### src/rtl/reqrsp_to_mem.sv
// -----------------------------------------------------------------------------
// reqrsp_to_mem
//
// Bridges a reqrsp request/response port onto a simple request/grant memory
// port with in-order, variable-latency read responses.
//
// Each q handshake is exactly one memory transfer (mem_req_o && mem_gnt_i).
// Every memory response is either handed straight to the p channel in the cycle
// it arrives or parked in a small response FIFO. An outstanding-request counter
// limits the number of transfers in flight to BufDepth. This limit is the credit
// scheme that guarantees the FIFO never overflows.
//
// Ports
//   clk_i          single clock, all state on the rising edge
//   rst_i          synchronous, active-high reset
//   reqrsp_req_i   upstream request (q channel, q_valid, p_ready)
//   reqrsp_rsp_o   upstream response (p channel, p_valid, q_ready)
//   mem_req_o      memory request valid
//   mem_gnt_i      memory grant
//   mem_addr_o     memory address
//   mem_we_o       memory write enable
//   mem_wdata_o    memory write data
//   mem_strb_o     memory byte strobe (all-zero on reads)
//   mem_rvalid_i   memory response valid (one per grant, in order)
//   mem_rdata_i    memory response data
// -----------------------------------------------------------------------------

// Default reqrsp channel types. They match the default 32-bit address and data
// widths, so the module elaborates and lints as a standalone top.
package reqrsp_to_mem_pkg;

    typedef enum logic [3:0] {
        AMONone = 4'h0,
        AMOSwap = 4'h1,
        AMOAdd  = 4'h2,
        AMOAnd  = 4'h3,
        AMOOr   = 4'h4,
        AMOXor  = 4'h5,
        AMOMax  = 4'h6,
        AMOMaxu = 4'h7,
        AMOMin  = 4'h8,
        AMOMinu = 4'h9,
        AMOLR   = 4'hA,
        AMOSC   = 4'hB
    } amo_op_e;

    typedef struct packed {
        logic [31:0] addr;
        logic        write;
        amo_op_e     amo;
        logic [31:0] data;
        logic [3:0]  strb;
        logic [2:0]  size;
        logic        user;
    } q_chan_t;

    typedef struct packed {
        logic [31:0] data;
        logic        error;
    } p_chan_t;

    typedef struct packed {
        q_chan_t q;
        logic    q_valid;
        logic    p_ready;
    } req_t;

    typedef struct packed {
        p_chan_t p;
        logic    p_valid;
        logic    q_ready;
    } rsp_t;

endpackage

// -----------------------------------------------------------------------------
// reqrsp_to_mem_chk
//
// Protocol and invariant checks for reqrsp_to_mem. This module holds no design
// state.
//
// Ports
//   clk_i, rst_i      clock and synchronous reset of the checked block
//   q_valid_i         upstream request valid
//   amo_none_i        request carries no atomic operation
//   stray_rsp_i       memory response arrived with nothing in flight
//   full_push_i       push into a full FIFO without a simultaneous pop
//   cnt_i             outstanding counter value
// -----------------------------------------------------------------------------
module reqrsp_to_mem_chk #(
    parameter int unsigned CntWidth = 2,
    parameter int unsigned BufDepth = 2
) (
    input logic                clk_i,
    input logic                rst_i,
    input logic                q_valid_i,
    input logic                amo_none_i,
    input logic                stray_rsp_i,
    input logic                full_push_i,
    input logic [CntWidth-1:0] cnt_i
);

    localparam logic [CntWidth-1:0] DepthC = CntWidth'(BufDepth);

    // Atomic operations are not supported by a plain memory port.
    a_no_amo : assert property (@(posedge clk_i) disable iff (rst_i)
        q_valid_i |-> amo_none_i)
        else $error("reqrsp_to_mem: atomic operation requested on plain memory port");

    // The credit scheme must never let the response FIFO overflow.
    a_no_overflow : assert property (@(posedge clk_i) disable iff (rst_i)
        !full_push_i)
        else $error("reqrsp_to_mem: response pushed into full buffer");

    // The outstanding counter is bounded by the buffer depth.
    a_cnt_bound : assert property (@(posedge clk_i) disable iff (rst_i)
        cnt_i <= DepthC)
        else $error("reqrsp_to_mem: outstanding count above buffer depth");

    // Stray responses are dropped. They are legal only as late arrivals
    // after a reset, so they are reported as a warning.
    a_no_stray : assert property (@(posedge clk_i) disable iff (rst_i)
        !stray_rsp_i)
        else $warning("reqrsp_to_mem: memory response with nothing in flight dropped");

endmodule

// -----------------------------------------------------------------------------
// reqrsp_to_mem (top)
// -----------------------------------------------------------------------------
module reqrsp_to_mem #(
    parameter int unsigned AddrWidth = 32,
    parameter int unsigned DataWidth = 32,
    parameter int unsigned BufDepth  = 2,
    parameter type         req_t     = reqrsp_to_mem_pkg::req_t,
    parameter type         rsp_t     = reqrsp_to_mem_pkg::rsp_t
) (
    input  logic                   clk_i,
    input  logic                   rst_i,
    input  req_t                   reqrsp_req_i,
    output rsp_t                   reqrsp_rsp_o,
    output logic                   mem_req_o,
    input  logic                   mem_gnt_i,
    output logic [AddrWidth-1:0]   mem_addr_o,
    output logic                   mem_we_o,
    output logic [DataWidth-1:0]   mem_wdata_o,
    output logic [DataWidth/8-1:0] mem_strb_o,
    input  logic                   mem_rvalid_i,
    input  logic [DataWidth-1:0]   mem_rdata_i
);

    localparam int unsigned CntWidth = $clog2(BufDepth + 1);
    localparam int unsigned PtrWidth = (BufDepth > 1) ? $clog2(BufDepth) : 1;
    localparam logic [CntWidth-1:0] DepthC   = CntWidth'(BufDepth);
    localparam logic [PtrWidth-1:0] LastPtrC = PtrWidth'(BufDepth - 1);

    // Advance a FIFO pointer, wrapping at the last entry (depth need not be 2^n).
    function automatic logic [PtrWidth-1:0] ptr_inc(input logic [PtrWidth-1:0] ptr);
        logic [PtrWidth-1:0] nxt;
        if (ptr == LastPtrC) begin
            nxt = '0;
        end else begin
            nxt = ptr + PtrWidth'(1);
        end
        return nxt;
    endfunction

    // Requests accepted on q but not yet accepted on p.
    logic [CntWidth-1:0]  cnt_r;
    logic [CntWidth-1:0]  cnt_nxt_s;
    // Requests granted whose memory response has not yet arrived.
    logic [CntWidth-1:0]  inflight_r;
    logic [CntWidth-1:0]  inflight_nxt_s;
    // Response FIFO occupancy and pointers.
    logic [CntWidth-1:0]  occ_r;
    logic [CntWidth-1:0]  occ_nxt_s;
    logic [PtrWidth-1:0]  rd_ptr_r;
    logic [PtrWidth-1:0]  wr_ptr_r;
    logic [DataWidth-1:0] buf_r [BufDepth];

    logic                 issue_ok_s;
    logic                 q_ready_s;
    logic                 q_hs_s;
    logic                 fifo_empty_s;
    logic                 rsp_acc_s;
    logic                 stray_rsp_s;
    logic                 p_valid_s;
    logic [DataWidth-1:0] p_data_s;
    logic                 p_hs_s;
    logic                 push_s;
    logic                 pop_s;
    logic                 full_push_s;
    logic                 amo_none_s;
    logic                 unused_s;

    // Issue gate: a free credit exists and the block is out of reset.
    always_comb begin
        issue_ok_s = (!rst_i) && (cnt_r < DepthC);
    end

    // Request path: q handshake and memory transfer are the same event, and
    // the memory port is driven straight from the q channel.
    always_comb begin
        mem_req_o   = reqrsp_req_i.q_valid && issue_ok_s;
        q_ready_s   = mem_gnt_i && issue_ok_s;
        q_hs_s      = reqrsp_req_i.q_valid && q_ready_s;
        mem_addr_o  = reqrsp_req_i.q.addr;
        mem_we_o    = reqrsp_req_i.q.write;
        mem_wdata_o = reqrsp_req_i.q.data;
        if (reqrsp_req_i.q.write) begin
            mem_strb_o = reqrsp_req_i.q.strb;
        end else begin
            mem_strb_o = '0;
        end
    end

    // Response path. An empty FIFO is bypassed so that a response reaches p in
    // the cycle it arrives. Responses with nothing in flight (late arrivals
    // after a reset) are dropped here.
    always_comb begin
        fifo_empty_s = (occ_r == '0);
        rsp_acc_s    = mem_rvalid_i && (inflight_r != '0) && (!rst_i);
        stray_rsp_s  = mem_rvalid_i && (inflight_r == '0) && (!rst_i);
        p_valid_s    = (!rst_i) && ((!fifo_empty_s) || rsp_acc_s);
        if (fifo_empty_s) begin
            p_data_s = mem_rdata_i;
        end else begin
            p_data_s = buf_r[rd_ptr_r];
        end
        p_hs_s      = p_valid_s && reqrsp_req_i.p_ready;
        pop_s       = p_hs_s && (!fifo_empty_s);
        // A bypassed response that is accepted at once is never stored.
        push_s      = rsp_acc_s && !(fifo_empty_s && reqrsp_req_i.p_ready);
        full_push_s = push_s && (occ_r == DepthC) && (!pop_s);
    end

    // Upstream response assembly. Errors are never reported.
    always_comb begin
        reqrsp_rsp_o         = '0;
        reqrsp_rsp_o.p.data  = p_data_s;
        reqrsp_rsp_o.p.error = 1'b0;
        reqrsp_rsp_o.p_valid = p_valid_s;
        reqrsp_rsp_o.q_ready = q_ready_s;
    end

    // Next-state values of the outstanding, in-flight and occupancy counters.
    always_comb begin
        case ({q_hs_s, p_hs_s})
            2'b10:   cnt_nxt_s = cnt_r + CntWidth'(1);
            2'b01:   cnt_nxt_s = cnt_r - CntWidth'(1);
            default: cnt_nxt_s = cnt_r;
        endcase
        case ({q_hs_s, rsp_acc_s})
            2'b10:   inflight_nxt_s = inflight_r + CntWidth'(1);
            2'b01:   inflight_nxt_s = inflight_r - CntWidth'(1);
            default: inflight_nxt_s = inflight_r;
        endcase
        case ({push_s, pop_s})
            2'b10:   occ_nxt_s = occ_r + CntWidth'(1);
            2'b01:   occ_nxt_s = occ_r - CntWidth'(1);
            default: occ_nxt_s = occ_r;
        endcase
    end

    // Control state. Reset discards buffered and in-flight responses.
    always_ff @(posedge clk_i) begin
        if (rst_i) begin
            cnt_r      <= '0;
            inflight_r <= '0;
            occ_r      <= '0;
            rd_ptr_r   <= '0;
            wr_ptr_r   <= '0;
        end else begin
            cnt_r      <= cnt_nxt_s;
            inflight_r <= inflight_nxt_s;
            occ_r      <= occ_nxt_s;
            if (push_s) begin
                wr_ptr_r <= ptr_inc(wr_ptr_r);
            end else begin
                wr_ptr_r <= wr_ptr_r;
            end
            if (pop_s) begin
                rd_ptr_r <= ptr_inc(rd_ptr_r);
            end else begin
                rd_ptr_r <= rd_ptr_r;
            end
        end
    end

    // Response storage. This is a data-only array, and push_s is already
    // blocked during reset.
    always_ff @(posedge clk_i) begin
        if (push_s) begin
            buf_r[wr_ptr_r] <= mem_rdata_i;
        end
    end

    // Request size and user bits have no meaning on this memory port.
    always_comb begin
        amo_none_s = (reqrsp_req_i.q.amo == reqrsp_to_mem_pkg::AMONone);
        unused_s   = ^{reqrsp_req_i.q.size, reqrsp_req_i.q.user};
    end

    reqrsp_to_mem_chk #(
        .CntWidth (CntWidth),
        .BufDepth (BufDepth)
    ) u_chk (
        .clk_i       (clk_i),
        .rst_i       (rst_i),
        .q_valid_i   (reqrsp_req_i.q_valid),
        .amo_none_i  (amo_none_s),
        .stray_rsp_i (stray_rsp_s),
        .full_push_i (full_push_s),
        .cnt_i       (cnt_r)
    );

endmodule

### config.mk
export PLATFORM = sky130hd
export DESIGN_NAME = reqrsp_to_mem
export DESIGN_NICKNAME = d
export VERILOG_FILES = /design/src/rtl/reqrsp_to_mem.sv
export SDC_FILE = /design/constraint.sdc
export NUM_CORES = 1
export LEC_CHECK = 0
export ABC_AREA = 0
export BUFFER_PORTS_ARGS = -buffer_cell sky130_fd_sc_hd__buf_4
export CAP_MARGIN = 20
export CORE_MARGIN = 1.5
export CORE_UTILIZATION = 48
export CTS_BUF_LIST = sky130_fd_sc_hd__clkbuf_2
export CTS_CLUSTER_SIZE = 10
export DETAILED_ROUTE_END_ITERATION = 7
export MAX_ROUTING_LAYER = met4
export PLACE_DENSITY = 0.91
export REMOVE_ABC_BUFFERS = 1
export SLEW_MARGIN = 20
export SYNTH_ARGS = -nofsm -noshare
export SYNTH_HDL_FRONTEND = slang
export SYNTH_SLANG_ARGS = --single-unit
### constraint.sdc
create_clock -name clk_i -period 3.9 [get_ports clk_i]
set_clock_uncertainty 0.05 [all_clocks]
set_input_delay 0.78 -clock clk_i [delete_from_list [all_inputs] [get_ports clk_i]]
set_output_delay 0.78 -clock clk_i [all_outputs]
set_load 0.01 [all_outputs]
==> run summary, run 1 <==
The run finished with clean final reports. In this run the standard cell core region covers 7250 µm². The tools report the startpoint of the worst hold path as mem_rdata_i[7].

Measured along the x axis, the die boundary spans 89.5 µm. Average wire per cell in the routed design: 28.2 µm. In this run the post-CTS setup repair buffer count came out at 0.

Based on the critical path, the design can be clocked at up to 0.331 GHz. The run gives 0 as the number of failing setup endpoints in the final timing report. The global-route layer with the greatest usage is met2.

The congestion estimate from routability-driven global placement came to 0.805. The run gives 298 as the cell count after synthesis. The synthesized design spends more area on one cell type than any other, namely sky130_fd_sc_hd__edfxtp_1. Most common cell after layout, fill and taps aside: sky130_fd_sc_hd__buf_4.

For this run, design rule violations remaining after detail routing come to 0. The critical path is of the flop to output port type. The most used flip-flop cell after synthesis is sky130_fd_sc_hd__edfxtp_1. The count of cells along the worst hold path was 1; the final hold slack was 0.410 ns. Leaving out fill and tap cells, the most frequent cells in the layout are sky130_fd_sc_hd__buf_4 (85), sky130_fd_sc_hd__edfxtp_1 (64), sky130_fd_sc_hd__o21ai_0 (36). TritonCTS built the clock tree.

By area the synthesized netlist is led by sky130_fd_sc_hd__edfxtp_1 (54%), sky130_fd_sc_hd__buf_4 (15%), sky130_fd_sc_hd__mux2i_1 (9.2%). Ratio of routed vias to standard cells: 5.29. The worst setup path is launched from a flop. Counting stages on the worst path, the most repeated cell is sky130_fd_sc_hd__buf_4.

Summed over all layers, the global routing overflow is 0. In this run the critical register-to-register path is captured at cnt_r[1]. For the worst flop-to-flop path, the logic depth is 6.

The tool flagged a number of max-cap violations equal to 0. The tools report the arrival time of data at the critical path endpoint as 2.19 ns. Clock latency on the worst-skew pair, taken at its later pin, is 0.47 ns. The run gives 24 as the post-synthesis cell type count.

Port buffering added 82 buffers. Combinational logic burns 11.6% of the power. The power density over the cells was 386 nW/µm²; the worst relative slew slack was 34.4%.

For this configuration, the core starts out at a cell density of 49.5%. The first global-routing pass estimated 15.7 mm of wire. The number of hold violations in the final report was 0. For the setup slack of the most critical reg-to-reg path, the log shows 1.70 ns. The tools report the number of slew-limit violations in the final report as 0.

Global routing used 35.0% of the available met3 tracks. After synthesis, the share of flip-flops with an asynchronous set or reset is 0%. In the global route stage, met2 resource usage came out at 50.7%. The die is 89.5 µm tall.

The worst-case IR drop observed on VDD is 0.276 mV. Counting the buffers created by CTS gives 9. Number of standard-cell rows in the floorplan: 31. The buffering stage count on the worst path with inverters included is 2. Data on the critical path is required at its endpoint by 3.07 ns. In this design, the stage delay of the slowest critical-path cell is 0.89 ns. Net switching share of the total power: 23.2%.

For hold timing, the worst endpoint is buf_r[0][7]. The tools report the number of sinks driven by the clock tree as 73. Among all stages on the critical path, the largest delay is contributed by sky130_fd_sc_hd__dfxtp_2.

The number of flops mapped to enable cells by yosys was 64; the via count of the first global-routing pass was 2224. Traced cell by cell, the critical path runs through buf_4 > mux2i_1 > o21ai_0 > buf_4. In this run the worst path has a maximum fanout of 24. The die outline area was 8010 µm².

Yosys printed 0 warnings. For the finished layout, the period the worst path requires is 3.02 ns. The mapped netlist covers 3590 µm². 0 antenna diodes ended up in the layout. Once the clock tree was built, the resizer swapped 0 gates to a different size. The net switching power was 352 µW; the initial detailed-routing violation count was 100.

The actual transition at the worst max-transition pin is 0.981 ns. The average instance area after synthesis was 12.0 µm²; the number of antenna violations at the first check in global routing was 0. The post-route netlist has 33.5% of its cells at a drive strength greater than 1. The final net count is 432. Summed over its instances, the top area cell type makes up 53.5% of the synthesized netlist area. Number of register bits inferred by synthesis: 73. Critical path's top delay family: flip-flops. Type of the tightest min-delay check: input pin to flop. The detailed placer's ending HPWL is 9.69 mm, and the period utilization is 77.4%. The clock transition time at the flip-flop clock pins of the worst setup and hold paths works out to 0.21 ns.

The hold buffer count at cts came out at 0. The clock passes through at most 2 buffers. The number of iterations in the first detailed-routing pass is 4, and the internal power is 1170 µW. 220 I/O pins were placed. The worst setup path is captured at an output port. Buffer type at the clock tree root: sky130_fd_sc_hd__clkbuf_2. In this run the number of H-tree levels came out at 3.

Registers are responsible for 57.1% of the overall power. For the register area share after synthesis, the log shows 58.6%. Fraction of met1 tracks used by global routing: 21.8%. For the final routed database, the setup TNS stands at 0 ns.

Entering global routing, the biggest net connects 33 pins. Across every metal layer, demand over resource in global routing totals 31.0%. The startpoint identified for the worst register-to-register timing path is occ_r[0].

The clock network is responsible for 31.3% of the overall power. Area added between synthesis and finish: 9.69%. Setup repair after global routing left no endpoint under its margin. The number of antenna-violating nets in the routed design is 0.

The wire length reported by the detailed router is 11.8 mm, and the leakage power is 0.00149 µW. For the total via count in the routed design, the log shows 2210.
==> cell families after synthesis <==
family	after synthesis	synth area share (%)
AOI/OAI and AO/OA	42	6.27
xor gates and xnor gates	7	1.71
adders and majority gates	3	1.05
buffers and inverters	82	16.2
DFF	73	58.6
muxes	33	9.20
other	1	0.104
and+or+nand+nor	57	6.90
==> cell usage after synthesis, types with 4 or more instances <==
cell type and count:
sky130_fd_sc_hd__buf_4 71, sky130_fd_sc_hd__edfxtp_1 64, sky130_fd_sc_hd__o21ai_0 36, sky130_fd_sc_hd__mux2i_1 33, sky130_fd_sc_hd__nand2_1 33, sky130_fd_sc_hd__nor2_1 10, sky130_fd_sc_hd__dfxtp_1 9, sky130_fd_sc_hd__and2_1 6
sky130_fd_sc_hd__buf_2 6, sky130_fd_sc_hd__xor2_1 4
==> power groups by stage <==
stage / registers, µW / clock network, µW / logic, µW
2_1_floorplan: 883 / 0 / 68.1
3_3_place_gp: 884 / 0 / 172
3_5_place_dp: 885 / 0 / 177
4_1_cts: 868 / 482 / 178
5_1_grt: 869 / 517 / 194
6_report: 868 / 475 / 176
==> stage by stage <==
stage          std cells  utilization [%]  area, µm²  setup slack (ns)  total power [µW]
6_report             418             54.3       3940             0.881              1520
5_1_grt              418             54.3       3940             0.720              1580
4_1_cts              418             54.3       3940             0.850              1530
3_5_place_dp         402             52.4       3800              1.29              1060
3_3_place_gp         402             52.4       3800              1.29              1060
2_1_floorplan        218                -       3020             0.452               951
==> state kept, by name (all words and copies together) (netlist names), named ones only <==
register    flops
wr_ptr_r        1
inflight_r      2
cnt_r           2
occ_r           2
rd_ptr_r        1
buf_r          64
==> how the worst max path moves through the flow <==
stage               slack, ns                to  startpoint  depth (start not counted)
floorplan                0.45  reqrsp_rsp_o[10]    occ_r[0]                          2
global placement         1.29       buf_r[0][3]       rst_i                          4
detailed placement       1.29       buf_r[1][1]       rst_i                          4
CTS                      0.85   reqrsp_rsp_o[7]        flop                          4
global route             0.72  reqrsp_rsp_o[15]        flop                          4
finish                   0.88   reqrsp_rsp_o[7]        flop                          4
==> metal layers <==
metal	part of all wire (%)	wire, µm
met5	0	0
met4	1.9	223
met3	25	2940
met2	48	5680
met1	25	2940
==> area by class of cell <==
cell class / count / area (µm²)
Clock buffer: 11 / 55.1
Tap cell: 99 / 124
Timing Repair Buffer: 85 / 638
Fill cell: 650 / 3320
Inverter: 2 / 7.51
Sequential cell: 73 / 2100
Clock inverter: 5 / 81.3
Multi-Input combinational cell: 143 / 928
No activity file was read; power rests on OpenSTA's default activity.
==> run 2, diff against run 1 <==
--- a/config.mk
+++ b/config.mk
@@ -5,16 +5,16 @@
 export SDC_FILE = /design/constraint.sdc
 export NUM_CORES = 1
 export LEC_CHECK = 0
-export ABC_AREA = 0
+export ABC_AREA = 1
 export BUFFER_PORTS_ARGS = -buffer_cell sky130_fd_sc_hd__buf_4
 export CAP_MARGIN = 20
 export CORE_MARGIN = 1.5
-export CORE_UTILIZATION = 48
+export CORE_UTILIZATION = 46
 export CTS_BUF_LIST = sky130_fd_sc_hd__clkbuf_2
 export CTS_CLUSTER_SIZE = 10
 export DETAILED_ROUTE_END_ITERATION = 7
 export MAX_ROUTING_LAYER = met4
-export PLACE_DENSITY = 0.91
+export PLACE_DENSITY = 0.87
 export REMOVE_ABC_BUFFERS = 1
 export SLEW_MARGIN = 20
 export SYNTH_ARGS = -nofsm -noshare
==> constraint.sdc (replaced) <==
create_clock -name clk_i -period 3.1 [get_ports clk_i]
set_clock_uncertainty 0.05 [all_clocks]
set_input_delay 0.62 -clock clk_i [delete_from_list [all_inputs] [get_ports clk_i]]
set_output_delay 0.62 -clock clk_i [all_outputs]
set_load 0.01 [all_outputs]
==> run 2 against run 1 <==
Compared with the run above: register-to-register slack lost 0.49 ns; sequential power grew 24%; critical path depth is the same; via count grew 21%; clock power grew 9.9%.
==> run summary, run 2 <==
By area, the combinational part of the netlist is dominated by buffers and inverters. The number of placed I/O pins was 220 (unchanged); the antenna diode instance count was 0 (unchanged). The number of slew-limit violations in the final report came out at 0 (unchanged). The net switching share of the total power came out at 24.6% (+1.4 points). Counting flops per register, the top entry is buf_r.

The tools report the number of sinks driven by the clock tree as 73 (unchanged). The logs give 732 (+13%) for the fill cell total of the finished layout and 32 (+3.2%) for the number of standard-cell rows in the floorplan. The overall fraction of global-route tracks in use was 30.4% (-0.58 points); the count of cells along the worst hold path was 1 (unchanged). The logs give 0 ns (unchanged) for the setup TNS and 0 (unchanged) for the DRC violation count after routing.

The number of antenna violations at the first check in global routing was 0 (unchanged); the number of instances in the placed design was 500 (+24%). The run gives 9 (unchanged) as the total clock buffers created by CTS. The worst setup path is captured at an output port. The maximum VDD drop is 0.303 mV (+9.9%). The number of register bits inferred by synthesis is 73 (unchanged).

The largest fanout on the critical path works out to 34 (+42%). Synthesized-area fraction occupied by and/or/nand/nor cells: 11.6% (+4.7 points). The wire length reported by the detailed router is 12.6 mm (+7.3%), and the complex-gate fraction of the synthesized area is 9.88% (+3.6 points). Area added between synthesis and finish: 7.34%. The setup slack of the most critical reg-to-reg path is 1.21 ns (-0.49 ns), and the average instance area after synthesis is 9.67 µm² (-20%). The area fraction of the dominant cell type after synthesis was 50.6% (-3.0 points).

Setup repair after global routing left no endpoint under its margin. Clock latency reported for the late side of the worst-skew pair: 0.49 ns (+0.02 ns). By count the netlist is led by sky130_fd_sc_hd__nand2_1 (87), sky130_fd_sc_hd__buf_4 (72), sky130_fd_sc_hd__edfxtp_1 (64), sky130_fd_sc_hd__o21ai_0 (64), sky130_fd_sc_hd__inv_1 (52). The tools report the startpoint of the worst hold path as mem_rdata_i[27].

Timing would allow up to 0.360 GHz. The share of layout cells above drive strength 1 works out to 26.3% (-7.2 points). The tools report the critical path required time as 2.43 ns (-0.64 ns).

The number of iterations in the first detailed-routing pass is 4 (unchanged), and the horizontal die dimension is 93.9 µm (+4.9%). Warning count from the yosys run: 0 (unchanged). The logs give 0 (unchanged) for the hold buffer count at cts and 17.5 mm (+11%) for the global-route wire length before repair. TritonCTS built the clock tree.

The tightest min-delay check is of the input pin to flop type. The cell sitting at the root of the clock tree is a sky130_fd_sc_hd__clkbuf_2. The top cell types in the final layout, fill and taps aside, are sky130_fd_sc_hd__nand2_1 (87), sky130_fd_sc_hd__buf_4 (87), sky130_fd_sc_hd__o21ai_0 (64), sky130_fd_sc_hd__edfxtp_1 (64), sky130_fd_sc_hd__inv_1 (52). Height of the chip: 93.9 µm (+4.9%).

The critical path is of the flop to output port type. For the post-synthesis cell type count, the log shows 24 (unchanged). Cell taking the most area after synthesis: sky130_fd_sc_hd__edfxtp_1. The average wire per cell in the routed design was 24.5 µm (-13%); the end-of-flow core utilization was 52.0% (-2.3 points). The run gives 0 (unchanged) as the number of antenna-violating nets in the routed design. The tools report the reg-to-reg startpoint as occ_r[1]. The worst hold path terminates at buf_r[1][27]. The number of H-tree levels was 3 (unchanged).

For the sequential share of power, the log shows 59.3% (+2.2 points). The last weighted congestion value of the routability-driven placer was 0.847 (+5.2%); the total via count in the routed design was 2670 (+21%). The period utilization was 89.6%. The power density over the cells works out to 448 nW/µm² (+16%).

The internal power was 1380 µW (+18%). The flip-flop count of the largest register, all copies and words added is 64 (unchanged), and the setup slack of the critical path after layout is 0.324 ns (-0.557 ns). The final net count was 527 (+22%); the clock transition time at the flip-flop clock pins of the worst setup and hold paths was 0.21 ns (about the same). The die outline area is 8820 µm² (+10%), and the number of buffers on the longest clock path is 2 (unchanged). The tools report the post-synthesis instance area as 3800 µm² (+5.9%). The worst setup path is launched from a flop. The most used flip-flop cell after synthesis is sky130_fd_sc_hd__edfxtp_1.

The ratio of routed vias to standard cells was 5.17 (-2.1%). The cell count after synthesis came out at 393 (+32%). The logs give 36 (+9.1%) for the pin count of the biggest net entering global routing and 0 (unchanged) for the max capacitance violation total. The core region area is 7850 µm² (+8.2%), and the number of hold violations in the final report is 0 (unchanged).

The number of flops mapped to enable cells by yosys works out to 64 (unchanged). The post-placement setup slack was 0.731 ns (-0.560 ns). For the starting density of the core, the log shows 48.4% (-1.1 points).

The logs give 55.3% (-3.2 points) for the register area share after synthesis and 28.5% (-2.8 points) for the clock group share of total power. Via count of the first global-routing pass: 2558 (+15%). The flow ran to the end, and the final reports show no timing, DRC or antenna violations.

The portion of netlist area occupied by mux cells works out to 0% (-9.2 points). The number of standard cells in the final layout excluding fillers is 516 (+23%), and the leakage power is 0.00178 µW (+20%). The most frequent cell after synthesis was sky130_fd_sc_hd__nand2_1. The final hold slack was 0.250 ns (-0.160 ns). After synthesis, the cell types taking the most area are sky130_fd_sc_hd__edfxtp_1 (51%), sky130_fd_sc_hd__buf_4 (14%), sky130_fd_sc_hd__nand2_1 (8.6%).

For the initial detailed-routing violation count, the log shows 154 (+54%). Net switching power: 450 µW (+28%). The minimum period implied by the final worst setup slack came out at 2.78 ns.

For the number of failing setup endpoints in the final timing report, the log shows 0 (unchanged). Post-synthesis share of cell area spent on xor and xnor gates: 0% (-1.7 points). The fraction of synthesis flops using an asynchronous set or reset pin came out at 0% (unchanged). The number of cells traversed by the worst register-to-register path is 6 (unchanged). The share of power burned in combinational logic was 12.2% (+0.6 points); the number of port buffers was 82 (unchanged). The run gives 10.3 mm (+6.7%) as the detailed placer's ending HPWL. The run gives 0 (unchanged) as the number of gates resized after cts. The endpoint identified for the worst register-to-register timing path is buf_r[1][10].

The residual overflow from global routing is 0 (unchanged). The number of buffers added for setup after CTS was 0 (unchanged); the arrival time of data at the critical path endpoint was 2.11 ns (-0.08 ns). The fraction of the mapped netlist area in adder cells works out to 0.988% (-0.058 points).
==> run 2: metal layers <==
| layer | vias up | global-route usage, % | share of wire [%] |
|---|---|---|---|
| met5 | - | - | 0 |
| met4 | 0 | 6.59 | 1.7 |
| met3 | 10 | 35.7 | 26 |
| met2 | 243 | 45.7 | 45 |
| met1 | 1184 | 23.8 | 27 |
| li1 | 1233 | - | - |
==> run 2: area by class of cell <==
type	count	area, µm²	area share, %
clock buffers	11	55.1	1.35
clock inverters	5	55.1	1.35
inverters	52	195	4.79
multi-input cells	185	870	21.3
flip-flops and latches	73	2100	51.6
well taps	102	128	3.13
repair buffers	88	673	16.5
==> run 2: power by group through the flow <==
stage	logic [µW]	clock network, µW	registers, µW
2_1_floorplan	84.1	0	1110
3_3_place_gp	212	0	1110
3_5_place_dp	221	0	1110
4_1_cts	223	527	1080
5_1_grt	244	576	1090
6_report	223	522	1080
==> run 2: cell families after synthesis <==
| logic type | count (synthesis) |
|---|---|
| buffers and inverters | 135 |
| and+or+nand+nor | 107 |
| AOI/OAI and AO/OA | 74 |
| DFF | 73 |
| adders and majority gates | 3 |
| other | 1 |
==> run 2: through the flow <==
step	total power [µW]	cell area, µm²
global placement	1320	3970
global route	1910	4080
CTS	1830	4080
detailed placement	1330	3970
finish	1830	4080
floorplan	1190	3150
==> run 2: worst max-delay path by stage <==
stage,start,to,slack (ns),cells after the start
6_report,flop,reqrsp_rsp_o[16],0.32,4
5_1_grt,flop,reqrsp_rsp_o[24],0.02,4
3_3_place_gp,rst_i,buf_r[1][13],0.76,7
3_5_place_dp,rst_i,buf_r[1][27],0.73,7
2_1_floorplan,rst_i,buf_r[0][0],0.14,5
4_1_cts,flop,reqrsp_rsp_o[16],0.29,4
==> run 2: worst max-delay path, stage by stage (launching register included) <==
cell	delay [ns]
sky130_fd_sc_hd__dfxtp_2	0.68
sky130_fd_sc_hd__buf_4	0.40
sky130_fd_sc_hd__o21ai_0	0.17
sky130_fd_sc_hd__o21ai_0	0.20
sky130_fd_sc_hd__buf_4	0.16
==> run 3, diff against run 2 <==
--- a/config.mk
+++ b/config.mk
@@ -5,16 +5,15 @@
 export SDC_FILE = /design/constraint.sdc
 export NUM_CORES = 1
 export LEC_CHECK = 0
-export ABC_AREA = 1
 export BUFFER_PORTS_ARGS = -buffer_cell sky130_fd_sc_hd__buf_4
 export CAP_MARGIN = 20
 export CORE_MARGIN = 1.5
-export CORE_UTILIZATION = 46
+export CORE_UTILIZATION = 45
 export CTS_BUF_LIST = sky130_fd_sc_hd__clkbuf_2
 export CTS_CLUSTER_SIZE = 10
 export DETAILED_ROUTE_END_ITERATION = 7
 export MAX_ROUTING_LAYER = met4
-export PLACE_DENSITY = 0.87
+export PLACE_DENSITY = 0.86
 export REMOVE_ABC_BUFFERS = 1
 export SLEW_MARGIN = 20
 export SYNTH_ARGS = -nofsm -noshare
==> run 3 against run 2 <==
Compared with the run above: clock power down 7.9%; die area fell by 3.3%; critical path depth unchanged; routed wire length decreased by 6.3%; register-to-register slack worse by 0.12 ns; non-clock buffer count decreased by 1; fmax is 1.1% higher; sequential power barely moved; cell area down 3.5%; critical endpoint is now reqrsp_rsp_o[8]; highest routed layer unchanged.
==> run summary, run 3 (synthesized netlist as in run 1, its figures left out) <==
The height of the chip is 92.3 µm (-1.7%), and the maximum VDD drop is 0.255 mV (-16%). The horizontal die dimension was 92.3 µm (-1.7%). The run gives 0 (unchanged) as the number of hold violations in the final report. Number of antenna-violating nets in the routed design: 0 (unchanged). The residual overflow from global routing was 0 (unchanged). For the number of H-tree levels, the log shows 3 (unchanged). The clock latency reported for the late side of the worst-skew pair was 0.49 ns (about the same).

The number of gates resized after cts is 0 (unchanged), and the placed cell area is 3830 µm² (-3.4%). Number of sinks driven by the clock tree: 73 (unchanged). The logs give 9.74 mm (-5.7%) for the detailed placer's ending HPWL and 1.09 ns (-0.12 ns) for the setup slack of the most critical reg-to-reg path.

The critical path required time was 2.43 ns (about the same). CTS placed an instance of sky130_fd_sc_hd__clkbuf_2 at the clock tree root. The worst relative slew slack is 66.6%, and the clock transition time at the flip-flop clock pins of the worst setup and hold paths is 0.23 ns (+0.02 ns). The top cell types in the final layout, fill and taps aside, are sky130_fd_sc_hd__buf_4 (86), sky130_fd_sc_hd__edfxtp_1 (64), sky130_fd_sc_hd__o21ai_0 (36). The largest fanout on the critical path works out to 15 (-56%). The most common cell after layout, fill and taps aside was sky130_fd_sc_hd__buf_4. The tools report the reg-to-reg endpoint as occ_r[1].

The tools report the combined area of the multi-input logic cells as 928 µm² (+6.8%). The setup TNS is 0 ns (unchanged), and the number of buffers on the longest clock path is 2 (unchanged). The die outline area is 8520 µm² (-3.3%). The hold buffer count at cts is 0 (unchanged). The core region area came out at 7730 µm² (-1.5%). The number of port buffers was 82 (unchanged); the via count of the first global-routing pass was 2185 (-15%). The run gives 0 (unchanged) as the antenna diode instance count. Type of the tightest min-delay check: input pin to flop.

The starting density of the core is 46.5% (-2.0 points), and the last weighted congestion value of the routability-driven placer is 0.775 (-8.5%). The number of iterations in the first detailed-routing pass is 4 (unchanged), and the DRC violation count after routing is 0 (unchanged). The area added between synthesis and finish was 9.66%; the number of placed I/O pins was 220 (unchanged). Setup repair after global routing left no endpoint under its margin. The worst register-to-register path begins at occ_r[0]. Power density over the cells: 456 nW/µm² (+1.7%). For the fill cell total of the finished layout, the log shows 677 (-7.5%). The logs give 3940 µm² (-3.5%) for the post-layout instance area and 59 (+64%) for the pin count of the biggest net entering global routing.

The number of cells traversed by the worst register-to-register path was 5 (-1). The ratio of routed vias to standard cells was 5.24 (+1.2%). TritonCTS built the clock tree. The leakage power is 0.00149 µW (-17%), and the actual transition at the worst max-transition pin is 0.501 ns. The share of layout cells above drive strength 1 is 34.0% (+7.6 points), and the flip-flop count of the largest register, all copies and words added is 64 (unchanged). The final net count came out at 434 (-18%).

The footprint of the flip-flops and latches is 2100 µm² (unchanged), and the global-route wire length before repair is 16.2 mm (-7.2%). The peak clock frequency supported by timing came out at 0.364 GHz (+1.1%). The logs give 2.07 ns (-0.04 ns) for the arrival time of data at the critical path endpoint and 0 (unchanged) for the number of antenna violations at the first check in global routing. The number of instances in the placed design was 407 (-19%); the period utilization was 88.5% (-1.0 points). The run finished with clean final reports. The logs give 0.854 ns (+0.124 ns) for the post-placement setup slack and 423 (-18%) for the number of standard cells in the final layout excluding fillers. The type of element launching the critical path was a flop. The minimum period implied by the final worst setup slack came out at 2.74 ns (-0.0315 ns). The number of standard-cell rows in the floorplan is 32 (unchanged). The type of the setup path with the least slack is flop to output port. For the number of buffers added for setup after CTS, the log shows 0 (unchanged).

The worst setup path is captured at an output port. The initial detailed-routing violation count was 126 (-18%). The logs give 11.8 mm (-6.3%) for the wire length reported by the detailed router and 0 (unchanged) for the number of failing setup endpoints in the final timing report. The logs give 9 (unchanged) for the total clock buffers created by CTS and 29.3% (-1.1 points) for the overall fraction of global-route tracks in use.

buf_r holds more flip-flops than any other register. Following the worst setup path forward leads to its endpoint at reqrsp_rsp_o[8]. The max capacitance violation total was 0 (unchanged); the number of slew-limit violations in the final report was 0 (unchanged). For the total via count in the routed design, the log shows 2216 (-17%).

The end-of-flow core utilization came out at 50.9% (-1.0 points). The setup slack of the critical path after layout is 0.355 ns (+0.0315 ns). The average wire per cell in the routed design was 28.0 µm (+14%).
==> run 3: cell types whose count changed in the layout (fill, tap and decap cells not counted), sizes merged, moves of 3 or more <==
cell / change
nand3: -3
inv: -47
nand2: -55
xnor2: +3
xor2: +4
or3: +3
o21ai: -31
and2: +6
mux2i: +33
==> run 3: layout make-up <==
type	count	area share, %
Clock inverter	7	1.49
Clock buffer	9	1.14
Tap cell	102	3.24
Timing Repair Buffer	87	16.9
Inverter	2	0.191
Multi-Input combinational cell	143	23.6
Sequential cell	73	53.4
==> run 3: per-layer routing <==
metal | vias up | GRT usage, % | part of all wire [%]
li1 | 1008 | - | -
met1 | 999 | 20.4 | 25
met2 | 202 | 47.1 | 49
met3 | 7 | 34.1 | 25
met4 | 0 | 5.51 | 0.34
met5 | - | - | 0
==> run 3: how the worst min path moves through the flow <==
stage,from,endpoint,slack (ns),cells past startpoint
floorplan,wr_ptr_r,wr_ptr_r,0.40,1
global placement,cnt_r[1],cnt_r[1],0.43,2
detailed placement,cnt_r[1],cnt_r[1],0.43,2
CTS,mem_rdata_i[18],buf_r[0][18],0.21,1
global route,mem_rdata_i[23],buf_r[0][23],0.19,1
finish,mem_rdata_i[18],buf_r[0][18],0.24,1
==> run 3: per-stage QoR <==
step	hold slack (ns)	power [µW]
after floorplan	0.400	1200
after global placement	0.429	1330
after detailed placement	0.428	1340
after CTS	0.206	1810
after global routing	0.192	1870
final	0.237	1800
==> run 3: worst max-delay path, cell delays in order, from the launching register on <==
cell                      delay [ns]
sky130_fd_sc_hd__dfxtp_2        0.69
sky130_fd_sc_hd__buf_4          0.28
sky130_fd_sc_hd__mux2i_1        0.09
sky130_fd_sc_hd__o21ai_0        0.33
sky130_fd_sc_hd__buf_4          0.19
==> run 3: report_power, final <==
part,leakage (µW),internal (µW),total [µW],switching [µW]
sequential,0.000649,1080,1090,9.94
clock,0.0000599,118,481,363
combinational,0.000776,116,225,109
total,0.00149,1310,1800,482
